<file path="config.mk">
export PLATFORM = sky130hd
export DESIGN_NAME = motor_dir_ctrl_flat
export DESIGN_NICKNAME = d
export VERILOG_FILES = /design/src/rtl/motor_dir_pkg.sv /design/src/rtl/motor_dir_ctrl_if.sv /design/src/rtl/motor_dir_ch.sv /design/src/rtl/motor_dir_ctrl.sv /design/src/flat_wrapper.sv
export SDC_FILE = /design/constraint.sdc
export NUM_CORES = 1
export LEC_CHECK = 0
export CORE_UTILIZATION = 40
export CTS_CLUSTER_SIZE = 10
export DETAILED_ROUTE_END_ITERATION = 6
export PLACE_DENSITY_LB_ADDON = 0.08
export SLEW_MARGIN = 20
export SYNTH_ARGS = -nofsm -noshare
export SYNTH_HDL_FRONTEND = slang
export SYNTH_SLANG_ARGS = --single-unit
</file>
<file path="constraint.sdc">
create_clock -name CLK -period 2.12 [get_ports CLK]
set_clock_uncertainty 0.1 [all_clocks]
set_input_delay 0.424 -clock CLK [delete_from_list [all_inputs] [get_ports CLK]]
set_output_delay 0.424 -clock CLK [all_outputs]
set_load 0.1 [all_outputs]
</file>
<file path="src/rtl/motor_dir_pkg.sv">
// rtl/motor_dir_pkg.sv - states, command encodings and output map for motor_dir_ctrl
// MOTOR_DIR_BRAKE_EN adds the BRAKE state and makes command 11 a brake instead of a coast.
package motor_dir_pkg;

  typedef enum logic [2:0] {
    ST_STOP,
    ST_FWD,
    ST_REV,
    ST_DEAD
`ifdef MOTOR_DIR_BRAKE_EN
    , ST_BRAKE
`endif
  } state_t;

  localparam logic [1:0] CMD_FWD   = 2'b00;
  localparam logic [1:0] CMD_REV   = 2'b01;
  localparam logic [1:0] CMD_COAST = 2'b10;
  localparam logic [1:0] CMD_BRAKE = 2'b11;

  // Output pairs are {dir_out1, dir_out2}.
  localparam logic [1:0] OUT_STOP  = 2'b00;
  localparam logic [1:0] OUT_FWD   = 2'b10;
  localparam logic [1:0] OUT_REV   = 2'b01;
  localparam logic [1:0] OUT_DEAD  = 2'b00;
`ifdef MOTOR_DIR_BRAKE_EN
  localparam logic [1:0] OUT_BRAKE = 2'b11;
`endif

  function automatic logic cmd_is_coast(input logic [1:0] cmd);
    logic w_res;
`ifdef MOTOR_DIR_BRAKE_EN
    w_res = (cmd == CMD_COAST);
`else
    w_res = (cmd == CMD_COAST) || (cmd == CMD_BRAKE);
`endif
    return w_res;
  endfunction

  function automatic logic [1:0] out_map(input state_t s);
    logic [1:0] w_res;
    case (s)
      ST_FWD:   w_res = OUT_FWD;
      ST_REV:   w_res = OUT_REV;
      ST_DEAD:  w_res = OUT_DEAD;
`ifdef MOTOR_DIR_BRAKE_EN
      ST_BRAKE: w_res = OUT_BRAKE;
`endif
      default:  w_res = OUT_STOP;
    endcase
    return w_res;
  endfunction

endpackage

</file>
<file path="src/rtl/motor_dir_ctrl_if.sv">
// rtl/motor_dir_ctrl_if.sv - command and bridge-drive bundle between a controller and motor_dir_ctrl
interface motor_dir_ctrl_if #(
  parameter int N_CH = 2
) ();

  logic [2*N_CH-1:0] dir_in;
  logic [N_CH-1:0]   dir_out1;
  logic [N_CH-1:0]   dir_out2;
  logic [N_CH-1:0]   busy;

  modport master (
    output dir_in,
    input  dir_out1,
    input  dir_out2,
    input  busy
  );

  modport slave (
    input  dir_in,
    output dir_out1,
    output dir_out2,
    output busy
  );

endinterface

</file>
<file path="src/rtl/motor_dir_ch.sv">
// rtl/motor_dir_ch.sv - one H-bridge channel: command register, direction FSM, dead-time counter
// BRAKE handling is present only when MOTOR_DIR_BRAKE_EN is defined.
module motor_dir_ch
  import motor_dir_pkg::*;
#(
  parameter int DEAD_CYC = 1000
) (
  input  logic       i_clk,
  input  logic       i_rst,
  input  logic [1:0] i_cmd,
  output logic       o_out1,
  output logic       o_out2,
  output logic       o_busy
);

  localparam int            CW   = $clog2(DEAD_CYC + 1);
  localparam logic [CW-1:0] LOAD = CW'(DEAD_CYC - 1);

  logic [1:0]    r_cmd_q;
  state_t        r_state;
  state_t        w_next;
  state_t        w_dir;
  logic [CW-1:0] r_cnt;
  logic [CW-1:0] w_cnt_next;
  logic          r_out1;
  logic          r_out2;
  logic          r_busy;

  always_comb begin
    w_next     = r_state;
    w_cnt_next = r_cnt;
    w_dir      = (r_cmd_q == CMD_REV) ? ST_REV : ST_FWD;
    if (cmd_is_coast(r_cmd_q)) begin
      w_next     = ST_STOP;
      w_cnt_next = '0;
    end
`ifdef MOTOR_DIR_BRAKE_EN
    else if (r_cmd_q == CMD_BRAKE) begin
      w_next     = ST_BRAKE;
      w_cnt_next = '0;
    end
`endif
    else begin
      case (r_state)
        // Dead time always runs to completion; exit follows the latest direction command.
        ST_DEAD: begin
          if (r_cnt == '0) w_next = w_dir;
          else             w_cnt_next = r_cnt - CW'(1);
        end
        ST_FWD, ST_REV: begin
          if (r_state != w_dir) begin
            w_next     = ST_DEAD;
            w_cnt_next = LOAD;
          end
        end
        default: w_next = w_dir;
      endcase
    end
  end

  always_ff @(posedge i_clk) begin
    if (i_rst) begin
      r_cmd_q <= CMD_COAST;
      r_state <= ST_STOP;
      r_cnt   <= '0;
      r_out1  <= 1'b0;
      r_out2  <= 1'b0;
      r_busy  <= 1'b0;
    end else begin
      r_cmd_q          <= i_cmd;
      r_state          <= w_next;
      r_cnt            <= w_cnt_next;
      {r_out1, r_out2} <= out_map(w_next);
      r_busy           <= (w_next == ST_DEAD);
    end
  end

  assign o_out1 = r_out1;
  assign o_out2 = r_out2;
  assign o_busy = r_busy;

endmodule

</file>
<file path="src/rtl/motor_dir_ctrl.sv">
// rtl/motor_dir_ctrl.sv - N_CH independent H-bridge direction controllers with reversal dead time
// Define MOTOR_DIR_BRAKE_EN to make command 11 an immediate brake.
module motor_dir_ctrl
  import motor_dir_pkg::*;
#(
  parameter int N_CH     = 2,
  parameter int DEAD_CYC = 1000
) (
  input logic              CLK,
  input logic              RST,
  motor_dir_ctrl_if.slave  bus
);

  logic [N_CH-1:0] w_out1;
  logic [N_CH-1:0] w_out2;
  logic [N_CH-1:0] w_busy;

  for (genvar c = 0; c < N_CH; c++) begin : g_ch
    motor_dir_ch #(
      .DEAD_CYC (DEAD_CYC)
    ) u_ch (
      .i_clk  (CLK),
      .i_rst  (RST),
      .i_cmd  (bus.dir_in[2*c +: 2]),
      .o_out1 (w_out1[c]),
      .o_out2 (w_out2[c]),
      .o_busy (w_busy[c])
    );
  end

  assign bus.dir_out1 = w_out1;
  assign bus.dir_out2 = w_out2;
  assign bus.busy     = w_busy;

endmodule

</file>
<file path="src/flat_wrapper.sv">
// flat-port wrapper written by rule: the top's interface ports become plain ports
module motor_dir_ctrl_flat import motor_dir_pkg::*;
#(
  parameter int N_CH     = 2,
  parameter int DEAD_CYC = 1000
)
  (CLK, RST, bus_dir_in, bus_dir_out1, bus_dir_out2, bus_busy);
  motor_dir_ctrl_if #(.N_CH(N_CH)) bus_i ();
  input logic CLK;
  input logic RST;
  input wire logic [$bits(bus_i.dir_in)-1:0] bus_dir_in;
  output wire logic [$bits(bus_i.dir_out1)-1:0] bus_dir_out1;
  output wire logic [$bits(bus_i.dir_out2)-1:0] bus_dir_out2;
  output wire logic [$bits(bus_i.busy)-1:0] bus_busy;
  assign bus_i.dir_in = bus_dir_in;
  assign bus_dir_out1 = bus_i.dir_out1;
  assign bus_dir_out2 = bus_i.dir_out2;
  assign bus_busy = bus_i.busy;
  motor_dir_ctrl #(.N_CH(N_CH), .DEAD_CYC(DEAD_CYC)) u_core (.CLK(CLK), .RST(RST), .bus(bus_i));
endmodule
</file>
# --- Word level (Yosys, flattened, before mapping) ---
# Index checks and enable logic that the tools add are counted.
totals:
  register_bits: 36
  input_bits: 6
  out_inout_bits: 6
  wordCells: 68
classes:
  n_addsub: 2
  eq_ne: 24
  mux: 18
  n_reduce_logical: 12
ops:
  columns: ["operator", "n"]
  rows:
  - ["10-bit two-way mux", 4]
  - ["10-bit one-hot mux with 2 select lines", 2]
  - ["3-bit by 2-bit == test with 1-bit output, second input constant", 8]
  - ["10-bit logical NOT", 2]
  - ["10-bit by 1-bit subtractor with 10-bit output, second input constant", 2]
  - ["3-bit two-way mux", 6]
  - ["3-bit by 1-bit == test with 1-bit output, second input constant", 4]
  - ["3-bit one-hot mux with 2 select lines", 2]
  - ["2-bit == test, second input constant", 4]
  - ["2-bit != test, second input constant", 4]
  - ["2-bit one-hot mux with 2 select lines", 2]
  - ["2-bit OR reduction", 4]
  - ["3-bit by 2-bit != test with 1-bit output", 2]
  - ["3-bit AND reduction", 2]
  - ["2-bit by 1-bit == test with 1-bit output, second input constant", 2]
  - ["2-bit two-way mux", 2]
  - ["2-bit nonzero test", 2]
  - ["1-bit logical OR", 2]

# --- Longest topological paths before layout ---
depth:
  word_depth: 8
  depth_mapped: 7
  ltp_nobuf: 7

# --- Cells and area by module ---
# From an unflattened synthesis, not the netlist that was laid out.
hier_totals:
  cells_unflattened: 193
  hier_area_um2: 1742.9
by_module_without_submodules:
  columns: ["module", "instances", "cells_each", "area_per_inst_um2", "seq_area_each_um2"]
  rows:
  - ["motor_dir_ch at u_core.g_ch[0].u_ch", 1, 100, 904.6, 360.3]
  - ["motor_dir_ch at u_core.g_ch[1].u_ch", 1, 93, 838.3, 360.3]

# --- Worst setup path after synthesis ---
# No wires, ideal clock.
synth_timing:
  path_kind: "register -> register"
  from: "reg u_core.g_ch[0].u_ch.r_cnt[0]"
  to: "reg u_core.g_ch[0].u_ch.r_cnt[0]"
  setup_ns: 0.073
  arrival_ns: 1.918
  t_required_ns: 1.947
  setup_slack_ns: 0.029
  stages_incl_launch_ff: 8
  path_buffers: 0
  period_less_slack_ns: 2.091
  cell_sequence: "dfxtp_1 inv_1 ha_1 or4b_4 nor4_4 nor3_2 and3_1 nor3_2"
synth_via:
  elab_chain_cells: 3
  elab_cells_between_ends: 6
  cone_classes: "1 x add/sub; 1 x eq/ne; 2 x mux; 2 x reduce/logical"
synth_lines:
  columns: ["element", "line_no", "rtl"]
  rows:
  - ["start: declaration", "motor_dir_ch.sv:23", "logic [CW-1:0] r_cnt;"]
  - ["start signal: assignment", "motor_dir_ch.sv:72", "r_cnt <= w_cnt_next;"]
  - ["10-bit by 1-bit subtractor with 10-bit output / 10-bit logical NOT (equally long branches)", "motor_dir_ch.sv:48, motor_dir_ch.sv:47", null]
  - ["10-bit two-way mux / 2-bit != test (equally long branches)", null, null]
  - ["10-bit one-hot mux with 2 select lines / 3-bit AND reduction (equally long branches)", null, null]
# Several ways; a longest one is shown, not always the timed one. The select of a mux whose other input is x is not followed.
# A chain may end at the register's enable or synchronous reset.

# --- Worst setup path after layout ---
layout_timing:
  from: "reg u_core.g_ch[0].u_ch.r_cnt[0]"
  to: "reg u_core.g_ch[0].u_ch.r_cnt[6]"
# The elaborated chain is that of the path after synthesis.

==> impl_metrics.sql <==
INSERT INTO impl_metrics (metric_group, metric, value, unit) VALUES
('outcome', 'run_status', 'complete, no violations', ''),
('cts', 'numClockSinks', '36', ''),
('worst_setup_path', 'worst-endpoint-required', '2.18', 'ns'),
('cts', 'cts_hold_buffers', '0', ''),
('synthesis', 'synth_sequential_area_ratio', '0.433', ''),
('detailed_routing', 'detailed_route_iter0_violations', '54', ''),
('synthesis', 'synth.area.top_cells', 'sky130_fd_sc_hd__dfxtp_1 (43%), sky130_fd_sc_hd__xor2_1 (4.7%), sky130_fd_sc_hd__nor2_1 (4.5%)', ''),
('cts', 'cts_inserted_buffers', '5', ''),
('run', 'timing.max_cap.violations', '0', ''),
('finish', 'layout_nets', '209', ''),
('worst_hold_path', 'min_delay_path_depth', '2', ''),
('sta', 'report.final.slew_viol_count', '0', ''),
('detailed_routing', 'wl_per_cell', '12.7', 'µm'),
('synthesis', 'postSynth.topFlopCell', 'sky130_fd_sc_hd__dfxtp_1', ''),
('finish', 'layout-area-overhead-vs-synth', '16.6', '%'),
('worst_setup_path', 'crit_path_start_kind', 'flop', ''),
('finish', 'finalCoreUtilization', '0.485', ''),
('detailed_routing', 'ant_nets', '0', ''),
('power', 'static_power_due_to_leakage', '0.678', 'nW'),
('placed_design', 'place_inst', '242', ''),
('global_routing', 'grt_pass1_wl', '5440', 'µm'),
('sta', 'fin_setup_tns', '0', 'ns'),
('synthesis', 'synth_area', '1660', 'µm²'),
('synthesis', 'synth-edff-count', '0', ''),
('finish', 'layoutNonFillerInstCount', '252', ''),
('power', 'power_frac_comb', '0.068', ''),
('placed_design', 'io_buffers', '11', ''),
('global_routing', 'grt_start_max_net_pins', '14', ''),
('worst_setup_path', 'rr_worst_depth', '7', ''),
('power', 'total_internal_power', '0.954', 'mW'),
('die', 'boundaryPins', '12', ''),
('sta', 'layout_worst_path_cycle_share', '0.962', ''),
('global_routing', 'antenna_found_initial', '0', ''),
('detailed_routing', 'route.met3.wl', '84', 'µm'),
('global_routing', 'grt_usage', '0.165', ''),
('detailed_routing', 'met2_length', '1500', 'µm'),
('synthesis', 'synth_area_leader', 'sky130_fd_sc_hd__dfxtp_1', ''),
('detailed_routing', 'routedLengthMet1', '1560', 'µm'),
('cts', 'clockRootBuffer', 'sky130_fd_sc_hd__clkbuf_8', ''),
('cts', 'tritoncts', 'built', ''),
('synthesis', 'synth.lib_cells_used.distinct', '39', ''),
('worst_setup_path', 'r2r_end', 'u_core.g_ch[0].u_ch.r_cnt[6]$_SDFFE_PP0P_', ''),
('sta', 'post-route-min-period', '2.04', 'ns'),
('synthesis', 'synth_warnings', '0', ''),
('synthesis', 'post_synth.cell_area_avg', '9.09', 'µm²'),
('worst_setup_path', 'rr_startpoint', 'u_core.g_ch[0].u_ch.r_cnt[0]$_SDFFE_PP0P_', ''),
('global_routing', 'gr-total-overflow', '0', ''),
('sta', 'worst-slew-pin-transition', '0.477', 'ns'),
('placed_design', 'post-dp-hpwl', '2280', 'µm'),
('synthesis', 'synth_cells', '183', ''),
('sta', 'finalHoldViolations', '0', ''),
('cts', 'htree_levels', '2', ''),
('worst_setup_path', 'worst_setup_path_end_kind', 'flop', ''),
('finish', 'fillers', '378', ''),
('synthesis', 'synth.top_cell.area_share', '0.433', ''),
('sta', 'fmax', '0.490', 'GHz'),
('detailed_routing', 'post_drt_via_cell_ratio', '5.22', ''),
('sta', 'hold_ws', '0.400', 'ns'),
('detailed_routing', 'routed_wirelength', '3190', 'µm'),
('power', 'irDropWorstVdd', '0.404', 'mV'),
('worst_setup_path', 'critical_path_peak_fanout', '4', ''),
('die', 'fp.dieH', '66.5', 'µm'),
('global_routing', 'vias_in_the_first_global_route', '1250', ''),
('finish', 'n_antenna_cell', '0', ''),
('die', 'fp.dieArea', '4420', 'µm²'),
('power', 'switching_share', '0.248', ''),
('power', 'power_density_over_cell_area', '654', 'nW/µm²'),
('worst_hold_path', 'min_delay_worst_endpoint', 'u_core.g_ch[1].u_ch.r_cnt[1]$_SDFFE_PP0P_', ''),
('sta', 'worst_slew_margin_rel', '0.676', ''),
('cts', 'clk-insertion-delay-late', '0.29', 'ns'),
('cts', 'cts-root-to-sink-buffers', '2', '');
cell families (layout without fill, tap and decap cells):
kind of cell	after synthesis	in the layout	share of synthesized area
AND/OR/NAND/NOR	84	84	0.302
AO/OA/AOI/OAI	25	25	0.0963
adder cells (fa/ha/maj)	2	2	0.0150
multiplexers	2	2	0.0120
flip-flops	36	36	0.433
buffers and inverters	16	34	0.0497
XOR/XNOR	17	17	0.0895
other	1	2	0.00226
state kept, by name, summed over array words and instances (netlist names):
name / count
u_core.g_ch.u_ch.r_cmd_q: 4
u_core.g_ch.u_ch.o_busy: 2
u_core.g_ch.u_ch.r_state: 6
u_core.g_ch.u_ch.r_cnt: 20
u_core.g_ch.u_ch.o_out2: 2
u_core.g_ch.u_ch.o_out1: 2
layout make-up:
cell class / instances / area (µm²) / area share
clock inverter: 3 / 18.8 / 0.00968
sequential: 36 / 724 / 0.374
tap: 50 / 62.6 / 0.0323
timing repair buffer: 19 / 155 / 0.0801
multi-input combinational: 132 / 882 / 0.455
inverter: 7 / 26.3 / 0.0136
clock buffer: 5 / 68.8 / 0.0355
worst max-delay path: stages, from the launching register on:
cell	delay (ns)
sky130_fd_sc_hd__dfxtp_2	0.33
sky130_fd_sc_hd__inv_1	0.07
sky130_fd_sc_hd__ha_1	0.16
sky130_fd_sc_hd__or4b_4	0.50
sky130_fd_sc_hd__or3_4	0.35
sky130_fd_sc_hd__nor3_2	0.20
sky130_fd_sc_hd__xnor2_1	0.13
sky130_fd_sc_hd__a21oi_1	0.07
layout by cell type (no fill, tap or decap), types with 3 or more instances in the layout:
master,synthesis,layout
sky130_fd_sc_hd__a211oi_1,3,3
sky130_fd_sc_hd__a21oi_1,13,13
sky130_fd_sc_hd__buf_4,6,14
sky130_fd_sc_hd__clkbuf_8,0,5
sky130_fd_sc_hd__clkdlybuf4s50_1,0,5
sky130_fd_sc_hd__dfxtp_1,36,33
sky130_fd_sc_hd__dfxtp_2,0,3
sky130_fd_sc_hd__inv_1,7,7
sky130_fd_sc_hd__nand2_1,8,8
sky130_fd_sc_hd__nand2b_1,5,5
sky130_fd_sc_hd__nand3_1,4,4
sky130_fd_sc_hd__nand4_1,4,4
sky130_fd_sc_hd__nor2_1,20,20
sky130_fd_sc_hd__nor2b_1,4,4
sky130_fd_sc_hd__nor3_1,7,6
sky130_fd_sc_hd__nor3_2,2,3
sky130_fd_sc_hd__nor3b_1,8,8
sky130_fd_sc_hd__nor4_1,4,4
sky130_fd_sc_hd__or2_2,5,5
sky130_fd_sc_hd__xnor2_1,8,8
sky130_fd_sc_hd__xor2_1,9,9
worst max-delay path by stage:
stage	from	endpoint	slack, ns	cells after the start
2_1_floorplan	u_core.g_ch[0].u_ch.r_cnt[0]$_SDFFE_PP0P_	u_core.g_ch[0].u_ch.r_cnt[0]$_SDFFE_PP0P_	0.03	7
3_3_place_gp	u_core.g_ch[0].u_ch.r_cnt[0]$_SDFFE_PP0P_	u_core.g_ch[0].u_ch.r_cnt[6]$_SDFFE_PP0P_	0.05	7
3_5_place_dp	u_core.g_ch[0].u_ch.r_cnt[0]$_SDFFE_PP0P_	u_core.g_ch[0].u_ch.r_cnt[2]$_SDFFE_PP0P_	0.02	8
4_1_cts	u_core.g_ch[0].u_ch.r_cnt[0]$_SDFFE_PP0P_	u_core.g_ch[0].u_ch.r_cnt[2]$_SDFFE_PP0P_	0.004	8
5_1_grt	u_core.g_ch[0].u_ch.r_cnt[0]$_SDFFE_PP0P_	u_core.g_ch[0].u_ch.r_cnt[1]$_SDFFE_PP0P_	-0.03	7
6_report	u_core.g_ch[0].u_ch.r_cnt[0]$_SDFFE_PP0P_	u_core.g_ch[0].u_ch.r_cnt[6]$_SDFFE_PP0P_	0.08	7
layer usage:
| layer | vias up | track usage |
|---|---|---|
| met2 | 18 | 0.267 |
| met1 | 617 | 0.203 |
| met3 | 7 | 0.0462 |
| li1 | 673 | - |
| met4 | 0 | 0.0718 |
| met5 | - | 0 |
power by group through the flow:
| stage | sequential [mW] | clock, mW | combinational [mW] |
|---|---|---|---|
| final | 0.701 | 0.480 | 0.0868 |
| after global routing | 0.702 | 0.524 | 0.0951 |
| after CTS | 0.700 | 0.489 | 0.0852 |
| after detailed placement | 0.716 | 0 | 0.0850 |
| after global placement | 0.716 | 0 | 0.0837 |
| after floorplan | 0.711 | 0 | 0.0662 |
metrics by stage:
stage	total power [mW]	instance area (µm²)
2_1_floorplan	0.777	1670
3_3_place_gp	0.799	1810
3_5_place_dp	0.801	1810
4_1_cts	1.27	1900
5_1_grt	1.32	1940
6_report	1.27	1940
timing repair:
item | CTS | global route
resized for setup | 0 | 8
setup endpoints to repair | 0 | 16
buffers inserted | 0 | 2
(Power assumes the default switching activity.)
